[src/rtl/pll_ctrl_pkg.sv]
// Shared definitions for the DCO frequency-lock controller: loop states and
// default tuning values.
package pll_ctrl_pkg;

    typedef enum logic [2:0] {
        ST_IDLE    = 3'd0,
        ST_MEASURE = 3'd1,
        ST_COMPUTE = 3'd2,
        ST_STEP    = 3'd3,
        ST_SETTLE  = 3'd4
    } state_t;

    localparam int DEF_COUNT_WIDTH   = 12;
    localparam int DEF_WINDOW_CYCLES = 256;
    localparam int DEF_DEADBAND      = 1;
    localparam int DEF_STEP_SHIFT    = 2;
    localparam int DEF_MAX_STEPS     = 8;
    localparam int DEF_SETTLE_CYCLES = 16;
    localparam int DEF_LOCK_WINDOWS  = 4;

endpackage

[src/rtl/dco_tick_counter.sv]
// Counts DCO ticks over a fixed window of clock cycles; windowDone flags the
// final cycle of the window so the count register holds the full total after it.
module dco_tick_counter
    import pll_ctrl_pkg::*;
#(
    parameter int COUNT_WIDTH   = DEF_COUNT_WIDTH,
    parameter int WINDOW_CYCLES = DEF_WINDOW_CYCLES
) (
    input  logic                   clock,
    input  logic                   reset,
    input  logic                   clear,
    input  logic                   run,
    input  logic                   dcoTick,
    output logic [COUNT_WIDTH-1:0] count,
    output logic                   windowDone
);

    localparam int WW = $clog2(WINDOW_CYCLES + 1);
    localparam logic [WW-1:0] LAST_CYCLE = WW'(WINDOW_CYCLES - 1);

    logic [WW-1:0]          r_win;
    logic [COUNT_WIDTH-1:0] r_count;

    always_ff @(posedge clock) begin
        if (!reset || clear) begin
            r_win   <= '0;
            r_count <= '0;
        end else if (run) begin
            r_win <= r_win + WW'(1);
            // Saturate rather than wrap so a fast DCO never reads as a slow one
            if (dcoTick && (r_count != '1)) begin
                r_count <= r_count + COUNT_WIDTH'(1);
            end
        end
    end

    assign count      = r_count;
    assign windowDone = run && (r_win == LAST_CYCLE);

endmodule

[src/rtl/dco_freq_lock_ctrl.sv]
// Frequency-lock loop: measures DCO ticks per window, compares with the target
// and nudges the DCO with a bounded burst of inc/dec pulses until in band.
module dco_freq_lock_ctrl
    import pll_ctrl_pkg::*;
#(
    parameter int COUNT_WIDTH   = DEF_COUNT_WIDTH,
    parameter int WINDOW_CYCLES = DEF_WINDOW_CYCLES,
    parameter int DEADBAND      = DEF_DEADBAND,
    parameter int STEP_SHIFT    = DEF_STEP_SHIFT,
    parameter int MAX_STEPS     = DEF_MAX_STEPS,
    parameter int SETTLE_CYCLES = DEF_SETTLE_CYCLES,
    parameter int LOCK_WINDOWS  = DEF_LOCK_WINDOWS
) (
    input  logic                          clock,
    input  logic                          reset,
    input  logic                          enable,
    input  logic                          dcoTick,
    input  logic [COUNT_WIDTH-1:0]        targetCount,
    output logic                          inc,
    output logic                          dec,
    output logic                          locked,
    output logic signed [COUNT_WIDTH:0]   lastError
);

    localparam int EW = COUNT_WIDTH + 1;
    localparam int SW = $clog2(MAX_STEPS + 1);
    localparam int LW = $clog2(LOCK_WINDOWS + 1);
    localparam int TW = $clog2(SETTLE_CYCLES + 1);

    state_t          r_state, w_state_next;
    logic            r_inc, w_inc_next;
    logic            r_dec, w_dec_next;
    logic            r_locked, w_locked_next;
    logic            r_dir_inc, w_dir_inc_next;
    logic            r_phase, w_phase_next;
    logic [EW-1:0]   r_last_error, w_last_error_next;
    logic [SW-1:0]   r_steps, w_steps_next;
    logic [LW-1:0]   r_inband, w_inband_next;
    logic [TW-1:0]   r_settle, w_settle_next;

    logic [COUNT_WIDTH-1:0] w_count;
    logic                   w_window_done;
    logic                   w_clear;
    logic                   w_run;
    logic [EW-1:0]          w_err;
    logic [EW-1:0]          w_abs;
    logic [EW-1:0]          w_raw_steps;
    logic [SW-1:0]          w_steps_clamped;
    logic                   w_in_band;
    logic [LW-1:0]          w_inband_sat;

    assign w_run   = (r_state == ST_MEASURE);
    assign w_clear = !w_run;

    dco_tick_counter #(
        .COUNT_WIDTH   (COUNT_WIDTH),
        .WINDOW_CYCLES (WINDOW_CYCLES)
    ) u_tick_counter (
        .clock      (clock),
        .reset      (reset),
        .clear      (w_clear),
        .run        (w_run),
        .dcoTick    (dcoTick),
        .count      (w_count),
        .windowDone (w_window_done)
    );

    // Error math is one bit wider than the count so the difference never overflows
    assign w_err           = {1'b0, targetCount} - {1'b0, w_count};
    assign w_abs           = w_err[EW-1] ? (EW'(0) - w_err) : w_err;
    assign w_in_band       = (w_abs <= EW'(DEADBAND));
    assign w_raw_steps     = (w_abs >> STEP_SHIFT) + EW'(1);
    assign w_steps_clamped = (w_raw_steps > EW'(MAX_STEPS)) ? SW'(MAX_STEPS) : SW'(w_raw_steps);
    assign w_inband_sat    = (r_inband < LW'(LOCK_WINDOWS)) ? (r_inband + LW'(1)) : r_inband;

    always_comb begin
        w_state_next      = r_state;
        w_inc_next        = 1'b0;
        w_dec_next        = 1'b0;
        w_locked_next     = r_locked;
        w_dir_inc_next    = r_dir_inc;
        w_phase_next      = r_phase;
        w_last_error_next = r_last_error;
        w_steps_next      = r_steps;
        w_inband_next     = r_inband;
        w_settle_next     = r_settle;

        case (r_state)
            ST_IDLE: begin
                w_locked_next = 1'b0;
                if (enable) w_state_next = ST_MEASURE;
            end
            ST_MEASURE: begin
                if (w_window_done) w_state_next = ST_COMPUTE;
            end
            ST_COMPUTE: begin
                w_last_error_next = w_err;
                if (w_in_band) begin
                    w_inband_next = w_inband_sat;
                    w_locked_next = (w_inband_sat == LW'(LOCK_WINDOWS));
                    w_state_next  = ST_MEASURE;
                end else begin
                    w_inband_next  = '0;
                    w_locked_next  = 1'b0;
                    w_steps_next   = w_steps_clamped;
                    w_dir_inc_next = ~w_err[EW-1];
                    w_inc_next     = ~w_err[EW-1];
                    w_dec_next     = w_err[EW-1];
                    w_phase_next   = 1'b0;
                    w_state_next   = ST_STEP;
                end
            end
            ST_STEP: begin
                // phase 0 is the high cycle of a pulse, phase 1 its low cycle
                if (!r_phase) begin
                    w_phase_next = 1'b1;
                    w_steps_next = r_steps - SW'(1);
                end else if (r_steps == '0) begin
                    w_settle_next = '0;
                    w_state_next  = ST_SETTLE;
                end else begin
                    w_inc_next   = r_dir_inc;
                    w_dec_next   = ~r_dir_inc;
                    w_phase_next = 1'b0;
                end
            end
            ST_SETTLE: begin
                if (r_settle == TW'(SETTLE_CYCLES - 1)) begin
                    w_state_next = ST_MEASURE;
                end else begin
                    w_settle_next = r_settle + TW'(1);
                end
            end
            default: w_state_next = ST_IDLE;
        endcase

        if (!enable) begin
            w_state_next  = ST_IDLE;
            w_inc_next    = 1'b0;
            w_dec_next    = 1'b0;
            w_locked_next = 1'b0;
            w_inband_next = '0;
        end
    end

    always_ff @(posedge clock) begin
        if (!reset) begin
            r_state      <= ST_IDLE;
            r_inc        <= 1'b0;
            r_dec        <= 1'b0;
            r_locked     <= 1'b0;
            r_dir_inc    <= 1'b0;
            r_phase      <= 1'b0;
            r_last_error <= '0;
            r_steps      <= '0;
            r_inband     <= '0;
            r_settle     <= '0;
        end else begin
            r_state      <= w_state_next;
            r_inc        <= w_inc_next;
            r_dec        <= w_dec_next;
            r_locked     <= w_locked_next;
            r_dir_inc    <= w_dir_inc_next;
            r_phase      <= w_phase_next;
            r_last_error <= w_last_error_next;
            r_steps      <= w_steps_next;
            r_inband     <= w_inband_next;
            r_settle     <= w_settle_next;
        end
    end

    assign inc       = r_inc;
    assign dec       = r_dec;
    assign locked    = r_locked;
    assign lastError = $signed(r_last_error);

endmodule

[config.mk]
export PLATFORM = sky130hd
export DESIGN_NAME = dco_freq_lock_ctrl
export DESIGN_NICKNAME = d
export VERILOG_FILES = /design/src/rtl/pll_ctrl_pkg.sv /design/src/rtl/dco_tick_counter.sv /design/src/rtl/dco_freq_lock_ctrl.sv
export SDC_FILE = /design/constraint.sdc
export NUM_CORES = 1
export LEC_CHECK = 0
export ABC_AREA = 1
export ABC_CLOCK_PERIOD_IN_PS = 3100
export CAP_MARGIN = 25
export CORE_ASPECT_RATIO = 1.75
export CORE_MARGIN = 2
export CORE_UTILIZATION = 54
export CTS_CLUSTER_SIZE = 16
export DETAILED_ROUTE_END_ITERATION = 8
export PLACE_DENSITY = 0.88
export SLEW_MARGIN = 5
export SYNTH_ARGS = -nofsm -noshare
export SYNTH_HDL_FRONTEND = slang
export SYNTH_SLANG_ARGS = --single-unit
[constraint.sdc]
create_clock -name clock -period 3.1 [get_ports clock]
set_input_delay 0.775 -clock clock [delete_from_list [all_inputs] [get_ports clock]]
set_output_delay 0.775 -clock clock [all_outputs]
set_load 0.01 [all_outputs]
==> results of run 1 <==
==> metrics by stage <==
step | hold slack [ps] | setup slack (ps) | cells | utilization, % | setup TNS, ps
4_1_cts | 459 | -106 | 847 | 77.6 | -614
3_5_place_dp | 443 | -1030 | 821 | 69.0 | -12290
2_1_floorplan | 418 | -134 | 631 | - | -511
3_3_place_gp | 426 | -957 | 821 | 69.0 | -11160
==> synth_stat cells, drive strengths merged, types with 3 or more instances <==
library cell  instances  area share [%]
nor3                 17             2.7
xor2                  9             1.9
nand4                11             2.4
o21ai                26             3.2
o211ai                9             1.7
inv                 113              10
nor3b                 3            0.55
clkbuf                5            0.46
xnor2                 3            0.64
nor2                 79             9.4
nand2               178              18
a211oi                3            0.55
ha                   23             7.0
a21oi                35             4.5
dfxtp                54              26
nand3                49             7.0
nor4                  5            0.77
==> what timing repair did <==
item | CTS
resized for setup | 81
pin swaps | 50
buffers inserted | 18
setup endpoints to repair | 13
==> layer usage <==
metal	GRT overflow	track usage, %
met1	0	46.4
met2	2	75.5
met3	0	25.3
met4	1	56.6
met5	0	0
==> logic make-up after synthesis <==
kind of cell / after synthesis / synth area share [%]
flops: 54 / 26.5
simple gates: 344 / 41.6
compound gates: 77 / 10.6
fa+ha+maj: 24 / 7.54
buf+inv: 120 / 11.2
xor+xnor: 12 / 2.57
==> flow_summary.yaml, run 1 <==
synthesis:
  avgSynthCellArea_sq_um: 6.47
  ys.flop_type: "dfxtp_1"
  synth_edf_count: 0
  ys_seq_area_share_pct: 26.5
  synth.net_count: 671
  synth_cell_types: 39
  async_reset_ff_share_pct: 0
  synthCells: 631
  ys_warn_count: 0
  ys_ff_latch: 54
  netlist_area_sq_um: 4080
cts:
  cts_max_level: 2
  cts_root_buffer: "clkbuf_16"
  cts_made_buffers: 5
  clockBufferDepth: 2
  cts_hold_buffers: 0
  cts_num_sinks: 54
floorplanning:
  start_util_pct: 54.7
  rows: 42
  fp.dieW_um: 69.7
  dieHeight_um: 119
  io_pins: 32
status:
  outcome: "did not finish"
  lastStage: "5_1_grt"
  firstError: "[ERROR GRT-0232] Routing congestion too high. Check the congestion heatmap in the GUI."
placed_design:
  place_congestion: 0.958
  port_buffers: 31
  dp_hpwl_um: 9050
  place_area_sq_um: 5150
global_route:
  grt_max_degree: 27
  grt_usage_pct: 50.8
  grt-ovfl-total: 3
sta:
  worst-ep-kind: "register data pin"
  worst_endpoint: "r_phase$_SDFFE_PN0P_/D"
==> run 2: changes to the inputs <==
Settings changed: ABC_CLOCK_PERIOD_IN_PS 3100 to 4000, CORE_ASPECT_RATIO 1.75 to default, CORE_UTILIZATION 54 to 40, CTS_CLUSTER_SIZE 16 to default, PLACE_DENSITY 0.88 to default, PLACE_DENSITY_LB_ADDON from default to 0.15.
Clock period 3.1 ns to 4 ns, I/O delays scaled along.
==> run 2 against run 1 <==
Net effect:
- the run now ends clean
- synthesized cell count stayed put
- area after synthesis stayed put
==> flow_summary.yaml, run 2 <==
global_route:
  grt-ovfl-total: 0
  grt_usage_pct: 18.7
  grt_pass1_vias: 4026
  grt_antenna_before_repair: 0
  grt_first_pass_wirelength_um: 17300
  grt_max_degree: 27
placed_design:
  port_buffers: 31
  dp_hpwl_um: 8150
  place_congestion: 0.854
synthesis:
  avgSynthCellArea_sq_um: 6.47
  ys_ff_latch: 54
  netlist_area_sq_um: 4080
  ys.flop_type: "dfxtp_1"
  yosys.cell_count.top_type: "nand2_1"
  yosys-top-cells-area: "dfxtp_1, nand2_1, inv_1"
  yosysTopAreaCellShare_pct: 26.5
  synth_edf_count: 0
  synth_area_leader_cell: "dfxtp_1"
  ys_warn_count: 0
  async_reset_ff_share_pct: 0
  ys_seq_area_share_pct: 26.5
  synthCells: 631
  synth.net_count: 671
  synth_cell_types: 39
  synthTopCellsByCount: "nand2_1, inv_1, nor2_1, dfxtp_1, nand3_1"
layout:
  num_antenna_cells: 0
  syn_to_final_growth_pct: 29.4
  ff_latch_area_sq_um: 1080
  fill_cells: 1035
  layout_common_cells: "nand2_1, inv_1, buf_4"
  largest_reg_flops: 13
  layout_commonest_cell: "nand2_1"
  drive_gt1_share_pct: 23.3
  fin_nets: 762
  multiInputGateArea_sq_um: 2770
job:
  drv_cap: 0
pwr:
  clkPwrFrac_pct: 24.6
  p_sw_mw: 0.444
  p_leak_nw: 2.37
  p_int_mw: 0.848
  power_density_nw_per_um2: 245
  pwr-share-comb_pct: 32.6
  power.total_mw: 1.29
  ir_drop_v: 0.000146
  seq_power_share_pct: 42.8
  switching_share_pct: 34.4
cts:
  clockBufferDepth: 2
  clk_pin_slew_ps: 110
  cts_max_level: 2
  cts_root_buffer: "clkbuf_8"
  clkLatencyLatePin_ps: 310
  cts_made_buffers: 5
  cts_num_sinks: 54
  cts_tree: "built"
min_path:
  min_path_type: "reg2reg"
  min_from: "u_tick_counter.r_win[0]"
  hold_depth: 1
  worst_hold_path.endpoint: "u_tick_counter.r_win[0]"
sta:
  final-setup-viol-count: 0
  post-route-min-period_ps: 3690
  final.period_utilization_pct: 92.4
  tightest_slew_ps: 547
  clock_skew_ps: 9.05
  slew_headroom_pct: 63.2
  timing_hold_violations_final: 0
  rsz0062_at_grt: "no"
  fmax_ghz: 0.271
  slew_violations: 0
  finalHoldWorstSlack_ps: 459
status:
  outcome: "completed"
detailed_routing:
  via_per_inst: 4.82
  drt-pass1-iter-count: 4
  drtAntennaViolNets: 0
  drc_errors: 0
  wire_per_inst_um: 11.8
  vias: 4121
  drt_iter0_drc: 124
  wirelength_um: 10100
critical_path:
  path_max_fanout: 4
  r2r-start: "u_tick_counter.count[0]"
  cp-end-kind: "register"
  cp-start-kind: "input port"
  cp.required_ps: 4250
  ff2ff_path_depth: 20
  path_class: "in2reg"
  r2r_end: "r_steps[2]"
  ff2ff_setup_slack_ps: 890
  cp_data_arrival_time_ps: 3950
floorplanning:
  rows: 36
  core_sq_um: 9820
  fp.dieW_um: 105
  dieHeight_um: 105
  start_util_pct: 41.6
  dieArea_sq_um: 11000
  io_pins: 32
run 2: cell counts after synthesis:
No cell type changed its count.
run 2: power groups by stage:
stage	registers (mW)	clock network [mW]	logic [mW]
2_1_floorplan	0.566	0	0.233
3_3_place_gp	0.565	0	0.371
3_5_place_dp	0.566	0	0.377
4_1_cts	0.553	0.329	0.378
5_1_grt	0.555	0.346	0.469
6_report	0.553	0.319	0.421
run 2: cells by family (layout without fill, tap and decap cells):
family | after synthesis | in the layout | share of synthesized area [%]
DFF | 54 | 54 | 26.5
buffers and inverters | 120 | 211 | 11.2
adders and majority gates | 24 | 24 | 7.54
xor gates and xnor gates | 12 | 12 | 2.57
and+or+nand+nor | 344 | 344 | 41.6
AOI/OAI and AO/OA | 77 | 77 | 10.6
run 2: timing repair:
item | 4_1_cts | 5_1_grt
endpoints found under the setup margin | 0 | 13
hold buffers | 0 | 0
resized for setup | 0 | 55
setup buffers | 0 | 4
hold endpoints to repair | 0 | 0
run 2: how the worst max path moves through the flow:
stage	startpoint	to	slack [ps]
floorplan	targetCount[0]	r_steps[3]	460
global placement	targetCount[0]	locked	-190
detailed placement	targetCount[0]	locked	-240
CTS	targetCount[0]	locked	90
global route	targetCount[1]	r_steps[2]	70
finish	targetCount[1]	r_steps[2]	310
run 2: per-layer routing:
metal / global-route usage, % / vias to the layer above / part of all wire (%)
li1: - / 2187 / -
met1: 23.7 / 1876 / 48
met2: 33.4 / 44 / 49
met3: 2.43 / 14 / 2.0
met4: 4.48 / 0 / 1.4
met5: 0 / - / 0
run 2: stage by stage:
stage / TNS (ps) / instances / setup slack, ps / instance area [sq um] / utilization, %
floorplan: 0 / 631 / 456 / 4080 / -
global route: 0 / 855 / 69.8 / 5280 / 53.8
finish: 0 / 855 / 306 / 5280 / 53.8
CTS: 0 / 851 / 90.0 / 5030 / 51.2
detailed placement: -2120 / 844 / -244 / 4950 / 50.4
global placement: -1700 / 844 / -193 / 4950 / 50.4
run 2: cell type report:
cell class / count / share of cell area, %
sequential: 54 / 20.5
tap: 133 / 3.15
clock buffer: 5 / 1.30
inverter: 114 / 8.10
timing repair buffer: 90 / 14.3
multi-input combinational: 457 / 52.4
clock inverter: 2 / 0.261
run 2: worst max-delay path, cell delays in order:
cell	delay [ps]
clkdlybuf4s50_1	520
fa_2	470
inv_2	100
ha_4	130
inv_1	50
nor2_2	90
nand3_2	110
nor2_4	150
buf_4	120
nand3_2	110
nand3_4	120
nand2_4	90
nor2_4	120
nand2_2	80
nand2_2	70
nand2_2	70
nor3_4	220
nand4_1	150
a21oi_1	150
No activity file was read; power rests on OpenSTA's default activity.
==> variant 1 (config.mk and constraints of run 2) <==
Change the package constant `DEF_WINDOW_CYCLES` from 256 to 512.
--- a/src/rtl/pll_ctrl_pkg.sv
+++ b/src/rtl/pll_ctrl_pkg.sv
@@ -12,5 +12,5 @@
 
     localparam int DEF_COUNT_WIDTH   = 12;
-    localparam int DEF_WINDOW_CYCLES = 256;
+    localparam int DEF_WINDOW_CYCLES = 512;
     localparam int DEF_DEADBAND      = 1;
     localparam int DEF_STEP_SHIFT    = 2;
Formal check against the unedited RTL: no difference found for any inputs over 10 cycles, from zero or initial values and one cycle with reset low; that may be too few to reach the edited logic, so the function may still have changed.
==> variant 1 against run 2 <==
Cell count decreased by 3.2%; clock power up 21%; setup slack lost 0.074 ns; global-route usage fell by 0.86 points; design area fell by 2.3%; sequential cell count rose by 1; wire length fell by 1.4%; critical path depth up 2; count of clock-buffer cells in the layout increased by 1; synthesized area decreased by 0.28%; non-clock buffer count decreased by 20; combinational power down 5.5%; highest routed layer unchanged; total power rose by 4.2%.
==> variant 1: results (changes against run 2) <==
Drt
  • DRT iter0 DRCs: 184 (+48%)
  • First-pass iteration count of the detailed router: 4 (unchanged)
  • Drt total wl: 9.98 mm (-1.4%)
  • DR vias: 4029 (-2.2%)

Logic synthesis
  • Top cells by count, synth: 144 x nand2_1, 105 x inv_1, 62 x nor2_1, 55 x dfxtp_1, 34 x nand3_1
  • Gate Count Post-Synth: 624 (-1.1%)
  • Synth top area cells: dfxtp_1 27%, nand2_1 13%, inv_1 9.7%, ha_1 6.8%, nor2_1 5.7%
  • Ys async rst share: 0 (unchanged)
  • Syn_nets: 663 (-1.2%)
  • Top_reg_cell synth: dfxtp_1
  • YS warnings: 0 (unchanged)
  • Netlist cell types: 45 (+15%)
  • Top-area cell type share of the netlist area: 0.270 (+0.00565)
  • Register area share after synthesis: 0.270 (+0.00565)

Final layout
  • Max reg flops: 13 (unchanged)
  • Final nets: 733 (-3.8%)
  • ANT cells: 0 (unchanged)
  • Layout cell share with drive strength beyond 1: 0.207 (-0.0255)
  • Post-route insts no fill: 828 (-3.2%)

Clock network
  • H-tree lvl count: 2 (unchanged)
  • Worst-path clk slew: 0.11 ns (about the same)
  • Clock Latency Late Sink: 0.31 ns (about the same)
  • Deepest clock path buffer count: 2 (unchanged)
  • CTS buffer count: 5 (unchanged)
  • CTS Root Buffer Type: clkbuf_8

Placement
  • Placed cell areas: 4760 sq um (-3.9%)
  • Cells after DPL: 812 (-3.8%)
  • Dpl ws: -0.322 ns (-0.0776 ns)
  • Port Buffers: 31 (unchanged)
  • DP HPWL: 7.82 mm (-4.0%)
  • Gpl congestion: 0.903 (+5.8%)

Hold path
  • Hold WC Path Type: reg -> reg

Outcome
  • Outcome: finished clean

Global route
  • Largest net degree at the start of global routing: 27 (unchanged)
  • Total GRT Usage: 0.178 (-0.00861)
  • First-pass GRT wire length: 16.4 mm (-5.3%)
  • Initial antenna violation count: 0 (unchanged)
  • Vias in the first global route: 3663 (-9.0%)

Power and ir drop
  • Lkg Pwr: 0.00226 uW (-4.9%)
  • Peak supply drop: 0.172 mV (+18%)

Timing
  • Slew headroom: 0.555 (-0.0769)
  • Final setup skew: 0.0122 ns (+0.00316 ns)

Setup path
  • Crit-path slowest cell: ha_1
  • Max stage delay on crit path: 0.42 ns (-0.10 ns)
  • Crit Path Max Fanout: 8 (+4)
  • CP arrival: 3.98 ns (+0.03 ns)
  • Crit-path leading delay family: simple AND/OR/NAND/NOR gates
## variant 1: changes by cell type in the layout (fill, tap and decap cells not counted), sizes merged, moves of 3 or more
cell / delta
nand4: +6
nand2: -14
a21oi: +4
nor3: +3
buf: -20
nand3: -9
## variant 1: kinds of logic (layout without fill, tap and decap cells)
logic type | Yosys count | in the layout | synth area share
AOI/OAI and AO/OA | 85 | 85 | 0.123
adders and majority gates | 23 | 23 | 0.0725
xor gates and xnor gates | 11 | 11 | 0.0255
DFF | 55 | 55 | 0.270
buffers and inverters | 119 | 190 | 0.114
and+or+nand+nor | 330 | 330 | 0.392
muxes | 1 | 1 | 0.00277
## variant 1: worst paths after layout
path         slack, ns  cells after the start                 endpoint                    start
min reg2reg       0.48                      2  u_tick_counter.r_win[3]  u_tick_counter.r_win[3]
max reg2reg       0.70                     22               r_steps[1]  u_tick_counter.count[0]
max               0.23                     21               r_steps[1]           targetCount[2]
min               0.48                      2  u_tick_counter.r_win[3]  u_tick_counter.r_win[3]
## variant 1: what timing repair did
item	in CTS	in global routing
buffers inserted	0	8
hold endpoints to repair	0	0
endpoints found under the setup margin	0	13
resized for setup	0	55
## variant 1: metrics by stage
stage          utilization  setup TNS [ns]  power, uW
2_1_floorplan            -               0        800
3_3_place_gp         0.484           -2.46        916
3_5_place_dp         0.484           -3.24        921
4_1_cts              0.496               0       1310
5_1_grt              0.525               0       1420
6_report             0.525               0       1350
## variant 1: layer usage
| layer | part of all wire | vias to the layer above | global-route usage |
|---|---|---|---|
| met4 | 0.0072 | 0 | 0.0390 |
| met5 | 0 | - | 0 |
| met2 | 0.47 | 58 | 0.304 |
| met3 | 0.032 | 7 | 0.0231 |
| met1 | 0.49 | 1824 | 0.240 |
| li1 | - | 2140 | - |
## variant 1: tightest hold or removal path, delay by kind of cell, from the launching register on
| family | cells | cell delay [ns] |
|---|---|---|
| DFF | 1 | 0.33 |
| buffers and inverters | 1 | 0.06 |
| AOI/OAI and AO/OA | 1 | 0.06 |
## variant 1: power by group
group | switching (uW) | leakage [uW] | internal, uW
Sequential | 6.22 | 0.000444 | 557
Clock | 197 | 0.0000558 | 190
Combinational | 237 | 0.00176 | 161
Total | 440 | 0.00226 | 907
## variant 1: layout make-up
cell class,count,area (sq um)
Fill cell,1001,4660
Multi-Input combinational cell,450,2740
Sequential cell,55,1100
Timing Repair Buffer,70,626
Inverter,112,420
Tap cell,133,166
Clock buffer,6,72.6
Clock inverter,2,38.8
==> variant 2 (config.mk and constraints of run 2) <==
Made on the original files. Re-encode `state_t` (5 states) as one-hot, 5 bits wide.
--- a/src/rtl/pll_ctrl_pkg.sv
+++ b/src/rtl/pll_ctrl_pkg.sv
@@ -3,10 +3,10 @@
 package pll_ctrl_pkg;
 
-    typedef enum logic [2:0] {
-        ST_IDLE    = 3'd0,
-        ST_MEASURE = 3'd1,
-        ST_COMPUTE = 3'd2,
-        ST_STEP    = 3'd3,
-        ST_SETTLE  = 3'd4
+    typedef enum logic [4:0] {
+        ST_IDLE    = 5'b00001,
+        ST_MEASURE = 5'b00010,
+        ST_COMPUTE = 5'b00100,
+        ST_STEP    = 5'b01000,
+        ST_SETTLE  = 5'b10000
     } state_t;
 
Formal check against the unedited RTL: no difference found for any inputs over 10 cycles, from zero or initial values and one cycle with reset low; not proved beyond that.
==> variant 2 against run 2 <==
Critical path depth stayed put; sequential cell count is 2 higher; wire length is 1.5% higher; first-iteration DRC count is 62% higher; register-to-register slack worse by 0.12 ns; synthesized cell count is 4.3% lower; critical path type unchanged; setup slack worse by 0.067 ns; synthesized area is 1.8% lower; utilization is 1.3 points lower; critical endpoint is now r_dir_inc; sequential share of layout area is 1.5 points higher; largest cell class unchanged; design area is 3.2% lower; via count is 2.9% lower; highest routed layer unchanged; total power is 4.1% lower; fmax is 1.8% lower.
==> variant 2: results (changes against run 2) <==
Final layout
  • Final nets: 730 (-4.2%)
  • Synthesis-to-finish area growth: 27.5%
  • Layout cell share with drive strength beyond 1: 0.214 (-0.0185)
  • Fillers: 1000 (-3.4%)
  • Post-route insts no fill: 824 (-3.6%)

Drt
  • Antenna Violating Nets Remaining: 0 (unchanged)
  • DRT iter0 DRCs: 201 (+62%)
  • DR vias: 4002 (-2.9%)
  • Drt total wl: 10.3 mm (+1.5%)
  • M1 WL: 4.97 mm (+2.0%)
  • Met3 Routed Length: 399 um (+100%)

Global route
  • First-pass GRT wire length: 17.4 mm (+0.24%)
  • Met1 usage in global routing: 0.257 (+0.0198)
  • Total GRT Usage: 0.192 (+0.00518)
  • Met2 Use GR: 0.328 (-0.00547)
  • GRT met3 Usage: 0.0282 (+0.00387)
  • Largest net degree at the start of global routing: 19 (-30%)
  • Vias in the first global route: 3865 (-4.0%)

Timing
  • Final setup skew: 0.00893 ns (-0.000120 ns)
  • Slew headroom: 0.384 (-0.248)

Logic synthesis
  • Post-synthesis xor/xnor area fraction: 0.0415 (+0.0158)
  • Synth top area cells: dfxtp_1 28%, nand2_1 11%, inv_1 8.9%, ha_1 7.2%, nor2_1 6.6%
  • Syn_nets: 644 (-4.0%)
  • Netlist cell types: 49 (+26%)
  • Post-synthesis adder-cell area fraction: 0.0768 (+0.00139)
  • Top cells by count, synth: 122 x nand2_1, 95 x inv_1, 71 x nor2_1, 56 x dfxtp_1, 50 x nand3_1
  • Synth Area in Compound Gates: 0.119 (+0.0126)
  • Register area share after synthesis: 0.280 (+0.0149)
  • Fraction of synthesized area in multiplexers: 0.00281 (+0.00281)

Clock network
  • Hold-fix buffers at CTS: 0 (unchanged)
  • CTS buffer count: 5 (unchanged)

Placement
  • DP HPWL: 8.29 mm (+1.7%)
  • Gpl congestion: 0.900 (+5.4%)
  • Placed cell areas: 4840 sq um (-2.2%)

Setup path
  • Setup crit end: r_dir_inc
  • CP arrival: 3.99 ns (+0.04 ns)
  • FF-to-FF setup slack: 0.77 ns (-0.12 ns)
  • Reg2Reg Depth: 17 (-15%)
  • Crit Path Max Fanout: 3 (-1)
  • Reg-to-reg endpoint: locked
  • Crit-path leading delay family: buffers and inverters
  • Launching point of the worst reg2reg path: u_tick_counter.count[0]

Power and ir drop
  • Lkg Pwr: 0.00225 uW (-5.2%)
  • Cell Int Power: 840 uW (-0.99%)
  • Peak supply drop: 0.157 mV (+7.7%)

Outcome
  • Outcome: finished clean
-- variant 2: power by group through the flow --
stage	registers, uW	logic, uW	clock network (uW)
3_5_place_dp	573	333	0
3_3_place_gp	573	330	0
6_report	560	362	318
5_1_grt	561	400	357
4_1_cts	560	334	334
2_1_floorplan	573	199	0
-- variant 2: metrics by stage --
| step | setup slack, ns | hold WS, ns |
|---|---|---|
| after floorplan | 0.332 | 0.418 |
| after global placement | -0.276 | 0.428 |
| after detailed placement | -0.328 | 0.442 |
| after CTS | 0.0300 | 0.455 |
| after global routing | -0.0161 | 0.477 |
| final | 0.239 | 0.452 |
-- variant 2: layout make-up --
| type | count | area share |
|---|---|---|
| sequential | 56 | 0.219 |
| tap | 133 | 0.0326 |
| multi-input combinational | 433 | 0.507 |
| timing repair buffer | 86 | 0.143 |
| inverter | 108 | 0.0813 |
| clock buffer | 6 | 0.0142 |
| clock inverter | 2 | 0.00269 |
